--- config.mk ---
export PLATFORM = sky130hd
export DESIGN_NAME = mem_arbiter
export DESIGN_NICKNAME = d
export VERILOG_FILES = /design/src/rtl/mem_arbiter.sv
export SDC_FILE = /design/constraint.sdc
export NUM_CORES = 1
export LEC_CHECK = 0
export CAP_MARGIN = 20
export CORE_AREA = 8 8 181 183
export CTS_CLUSTER_DIAMETER = 80
export CTS_CLUSTER_SIZE = 28
export DETAILED_ROUTE_END_ITERATION = 16
export DIE_AREA = 0 0 189 191
export HOLD_SLACK_MARGIN = 0.15
export PLACE_DENSITY_LB_ADDON = 0.05
export SKIP_LAST_GASP = 1
export SLEW_MARGIN = 5
export SYNTH_ARGS = -nofsm -noshare
export SYNTH_HDL_FRONTEND = slang
export SYNTH_SLANG_ARGS = --single-unit
--- constraint.sdc ---
create_clock -name clk -period 2.2 [get_ports clk]
set_clock_uncertainty 0.1 [all_clocks]
set_input_delay 0.44 -clock clk [delete_from_list [all_inputs] [get_ports clk]]
set_output_delay 0.44 -clock clk [all_outputs]
set_load 0.03 [all_outputs]
--- src/rtl/mem_arbiter.sv ---
// mem_arbiter: two-requester (IFU read-only, LSU read/write) arbiter and
// sequencer for a single-port memory. Each access runs IDLE -> ACCESS ->
// CAPTURE -> RESP; the memory's one-cycle-late read data is held for the owner.
// Build option: MEM_ARB_FIXED_PRIO_EN selects fixed LSU-over-IFU priority;
// when undefined, arbitration is round-robin.
module mem_arbiter #(
  parameter int unsigned ADDR_W = 32,
  parameter int unsigned DATA_W = 64
) (
  input  logic                clk,
  input  logic                rst_n,
  input  logic                ifu_req_valid,
  output logic                ifu_req_ready,
  input  logic [ADDR_W-1:0]   ifu_req_addr,
  output logic                ifu_resp_valid,
  input  logic                ifu_resp_ready,
  output logic [DATA_W-1:0]   ifu_resp_data,
  input  logic                lsu_req_valid,
  output logic                lsu_req_ready,
  input  logic                lsu_req_wen,
  input  logic [ADDR_W-1:0]   lsu_req_addr,
  input  logic [DATA_W-1:0]   lsu_req_wdata,
  input  logic [DATA_W/8-1:0] lsu_req_wmask,
  output logic                lsu_resp_valid,
  input  logic                lsu_resp_ready,
  output logic [DATA_W-1:0]   lsu_resp_data,
  output logic                mem_valid,
  output logic                mem_wen,
  output logic [ADDR_W-1:0]   mem_raddr,
  output logic [ADDR_W-1:0]   mem_waddr,
  output logic [DATA_W-1:0]   mem_wdata,
  output logic [DATA_W/8-1:0] mem_wmask,
  input  logic [DATA_W-1:0]   mem_rdata
);

  localparam int unsigned MASK_W = DATA_W / 8;

  typedef enum logic [1:0] {
    IDLE    = 2'd0,
    ACCESS  = 2'd1,
    CAPTURE = 2'd2,
    RESP    = 2'd3
  } state_e;

  state_e              state_q, state_d;
  logic                owner_q, owner_d;   // 0 = IFU, 1 = LSU
  logic                wen_q, wen_d;
  logic [ADDR_W-1:0]   addr_q, addr_d;
  logic [DATA_W-1:0]   wdata_q, wdata_d;
  logic [MASK_W-1:0]   wmask_q, wmask_d;
  logic [DATA_W-1:0]   rdata_q, rdata_d;
  logic                grant_ifu, grant_lsu;

`ifdef MEM_ARB_FIXED_PRIO_EN
  // Fixed priority: LSU always beats IFU.
  always_comb begin
    grant_lsu = lsu_req_valid;
    grant_ifu = ifu_req_valid && !lsu_req_valid;
  end
`else
  logic ptr_q, ptr_d;  // 0 favours IFU, 1 favours LSU

  // Round-robin grant: a lone requester wins, the pointer breaks ties.
  always_comb begin
    grant_lsu = lsu_req_valid && (!ifu_req_valid || ptr_q);
    grant_ifu = ifu_req_valid && (!lsu_req_valid || !ptr_q);
  end

  // Pointer moves to the requester that was not just granted.
  always_comb begin
    ptr_d = ptr_q;
    if (state_q == IDLE) begin
      if (grant_ifu)      ptr_d = 1'b1;
      else if (grant_lsu) ptr_d = 1'b0;
    end
  end

  // Round-robin pointer register.
  always_ff @(posedge clk or negedge rst_n) begin
    if (!rst_n) ptr_q <= 1'b0;
    else        ptr_q <= ptr_d;
  end
`endif

  // Next-state, request latching and handshake outputs.
  always_comb begin
    state_d        = state_q;
    owner_d        = owner_q;
    wen_d          = wen_q;
    addr_d         = addr_q;
    wdata_d        = wdata_q;
    wmask_d        = wmask_q;
    rdata_d        = rdata_q;
    ifu_req_ready  = 1'b0;
    lsu_req_ready  = 1'b0;
    ifu_resp_valid = 1'b0;
    lsu_resp_valid = 1'b0;
    mem_valid      = 1'b0;
    unique case (state_q)
      IDLE: begin
        ifu_req_ready = grant_ifu;
        lsu_req_ready = grant_lsu;
        if (grant_lsu) begin
          owner_d = 1'b1;
          wen_d   = lsu_req_wen;
          addr_d  = lsu_req_addr;
          wdata_d = lsu_req_wdata;
          wmask_d = lsu_req_wmask;
          state_d = ACCESS;
        end else if (grant_ifu) begin
          owner_d = 1'b0;
          wen_d   = 1'b0;
          addr_d  = ifu_req_addr;
          wdata_d = '0;
          wmask_d = '0;
          state_d = ACCESS;
        end
      end
      ACCESS: begin
        mem_valid = 1'b1;
        state_d   = CAPTURE;
      end
      CAPTURE: begin
        rdata_d = wen_q ? '0 : mem_rdata;
        state_d = RESP;
      end
      RESP: begin
        ifu_resp_valid = !owner_q;
        lsu_resp_valid = owner_q;
        if (owner_q ? lsu_resp_ready : ifu_resp_ready) state_d = IDLE;
      end
      default: state_d = IDLE;
    endcase
  end

  // State and datapath registers.
  always_ff @(posedge clk or negedge rst_n) begin
    if (!rst_n) begin
      state_q <= IDLE;
      owner_q <= 1'b0;
      wen_q   <= 1'b0;
      addr_q  <= '0;
      wdata_q <= '0;
      wmask_q <= '0;
      rdata_q <= '0;
    end else begin
      state_q <= state_d;
      owner_q <= owner_d;
      wen_q   <= wen_d;
      addr_q  <= addr_d;
      wdata_q <= wdata_d;
      wmask_q <= wmask_d;
      rdata_q <= rdata_d;
    end
  end

  assign mem_wen       = (state_q == ACCESS) && wen_q;
  assign mem_raddr     = addr_q;
  assign mem_waddr     = addr_q;
  assign mem_wdata     = wdata_q;
  assign mem_wmask     = wmask_q;
  assign ifu_resp_data = rdata_q;
  assign lsu_resp_data = rdata_q;

endmodule

==> results_dict.tcl <==
set metrics [dict create \
    cts_tree "built" \
    max_cap_viol_count 0 \
    cts-buffers-inserted 17 \
    grt_start_max_net_pins 106 \
    slew_viol_final 0 \
    layout-drive-gt1-share 0.105 \
    yosys.area_share.simple 0.120 \
    reg2reg_slack_ns 0.30 \
    rr_worst_depth 8 \
    synthTopCellsByArea "dfrtp_1 50%, buf_4 8.9%, o31ai_2 8.7%" \
    synthMuxAreaShare 0.00246 \
    start_kind "register" \
    finalWeightedCongestion 0.810 \
    grt_pass1_wl_mm 52.9 \
    timing.critical_path.buf_inv 1 \
    synth_edf_count 0 \
    worst_ep_arrival_time_ns 1.61 \
    port_buffers 476 \
    ys.flop_type "dfrtp_1" \
    ir_drop_uv 789 \
    hp_class "primary input to register" \
    cts_max_path_buffers 2 \
    timing_worst_slew_pin_value_ns 0.722 \
    cpLargestDelayFamily "buffers and inverters" \
    met2_length_mm 17.6 \
    design.die.area_um2 36100 \
    sequential_fraction_of_the_synthesis_area 0.500 \
    yosys.cell_count.top_type "dfrtp_1" \
    yosysUniqueCellTypes 31 \
    worstSkewPairLatency_ns 0.42 \
    hold_viol 0 \
    worst_path_max_delay_cell "clkdlybuf4s50_1" \
    wl_per_cell_um 21.1 \
    hold_end "owner_q$_DFFE_PN0P_" \
    fmax_mhz 464 \
    min_period_ns 2.15 \
    wl_met1_mm 14.2 \
    yosys.area_share.xor_xnor 0 \
    cp_slowest_stage_delay_ns 0.73 \
    post-layout-total-power_mw 22.9 \
    ys.warnings.count 0 \
    ys_seq_elements 173 \
    fp-row-count 64 \
    power.static_leakage_nw 5.65 \
    p_per_area_nw_per_um2 1660 \
    fin_util 0.459 \
    synth-adder-area-share 0.00579 \
    r2r-start "state_q[1]$_DFFE_PN0P_" \
    finalSetupTns_ns 0 \
    postSynthNetCount 1122 \
    worstSetupEndpointType "primary output" \
    met3WireLength_mm 3.20 \
    design.final.nets 1475 \
    outcome "finished, final reports clean" \
    path_cells "clkdlybuf4s50_1" \
    timing.rr.end "mem_wmask[0]$_DFFE_PN0P_" \
    syn_to_final_growth_pct 59.3 \
    cts.sink_count 173 \
    timing.hold.worst_path_depth 3 \
    async_flop_share 1.00 \
    floorplan.initialDensity 0.288 \
    required_ns 1.66 \
    post-route-period-util 0.979 \
    wirelength_mm 35.4 \
    relSlewSlack 0.519 \
    synth_compound_area_frac 0.182 \
    vias 7693 \
    hold_start "lsu_req_valid" \
    vias_in_the_first_global_route 8189 \
    clkSlewWorstSetupHoldPaths_ns 0.08 \
    synth_top_area_share 0.500 \
    syn-mean-instance-area_um2 9.50 \
    core_area_um2 30000 \
    htree_num_levels 4 \
    crit_type "register to primary output" \
    ios 477 \
    rsz_0062_raised_after_global_routing "true" \
    finalSetupViolations 0 \
    top_layer_used "met5" \
    syn-instance-count 911 \
    synth_top_family_by_area "buffers and inverters" \
    global_route.overflow_total 0 \
    track_usage 0.191 \
    number_of_antenna_violations_at_the_first_check_in_global_routing 6 \
    firstDrtPassIters 5 \
    dieWidth_um 189 \
    cts_root_buf "clkbuf_16" \
    viasPerCell 4.59 \
    most_numerous_cell_types_in_the_synthesized_netlist "173 x dfrtp_1, 141 x inv_1, 102 x buf_4" \
    ant_nets 0 \
    yosys.area.top_type "dfrtp_1" \
    path_max_fanout 3 \
    detail_route.drc_violations 0 \
    drt_iter0_drc 366 \
    die_height_um 191 \
    syn_area_um2 8650 \
    hpwl_mm 26.2 \
    worst_hold_slack_ns 0.334 \
]
## per-stage QoR
stage | setup WS [ns] | area (um^2) | std cells
after floorplan | 0.412 | 8650 | 911
after global placement | 0.0758 | 13200 | 1639
after detailed placement | 0.0331 | 13200 | 1639
after CTS | -0.0176 | 13800 | 1672
after global routing | -0.0372 | 13800 | 1674
final | 0.0459 | 13800 | 1675
## kinds of logic after synthesis
family,Yosys count
and+or+nand+nor,212
AOI/OAI and AO/OA,207
adders and majority gates,4
buffers and inverters,313
muxes,2
DFF,173
## power by group
group,internal (mW),switching [mW],leakage [nW]
registers,4.68,1.23,2.17
logic,5.63,8.34,3.21
clock network,1.59,1.40,0.272
total,11.9,11.0,5.65
## routing by layer
layer  GRT usage  vias to the layer above
met5           0                        -
met4      0.0400                        8
met3      0.0773                       24
met2       0.327                      289
met1       0.221                     3716
li1            -                     3656
## placed cells by master, fill, tap and decap left out, types with 3 or more instances in the layout
master / instances
o21ai_0: 96
clkinv_4: 4
a31oi_1: 32
nand3_1: 32
nand4_1: 73
clkbuf_16: 17
nor2_1: 34
diode_2: 3
inv_6: 6
o31ai_2: 60
o31ai_1: 13
buf_12: 12
dfrtp_1: 173
clkdlybuf4s50_1: 467
inv_1: 140
buf_4: 20
nand2_1: 66
## cell type report
type,instances,area [um^2]
Timing Repair Buffer,505,5120
Sequential cell,173,4330
Multi-Input combinational cell,425,2730
Inverter,142,538
Clock inverter,12,128
Fill cell,2984,16300
Antenna cell,3,7.51
Clock buffer,19,433
Tap cell,396,495
## tightest hold or removal path: stages
cell and delay (ns):
buf_4 0.15, nand3_2 0.12, o21ai_0 0.09
## sequential cells by signal, summed over array words and instances (netlist names)
register,count
ifu_resp_data,64
mem_wdata,64
mem_raddr,32
mem_wmask,8
state_q,2
owner_q,1
ptr_q,1
wen_q,1
## what timing repair did
item | in CTS | in global routing
resized for setup | 6 | 4
buffers inserted | 1 | 0
pin swaps | 0 | 0
gates cloned | 0 | 0
setup endpoints to repair | 6 | 4
hold buffers | 1 | 0
endpoints found under the hold margin | 27 | 0
## how the worst max path moves through the flow
stage	cells past startpoint	to	from	slack (ns)
3_5_place_dp	6	mem_wmask[0]$_DFFE_PN0P_	ifu_req_valid	0.03
5_1_grt	5	ifu_req_ready	state_q[0]$_DFFE_PN0P_	-0.04
4_1_cts	5	ifu_req_ready	state_q[0]$_DFFE_PN0P_	-0.02
3_3_place_gp	6	mem_wdata[58]$_DFFE_PN0P_	ifu_req_valid	0.08
2_1_floorplan	5	ifu_req_ready	state_q[0]$_DFFE_PN0P_	0.41
6_report	1	mem_waddr[29]	mem_raddr[29]$_DFFE_PN0P_	0.05
Note: power is estimated with default switching activity, not from simulation.
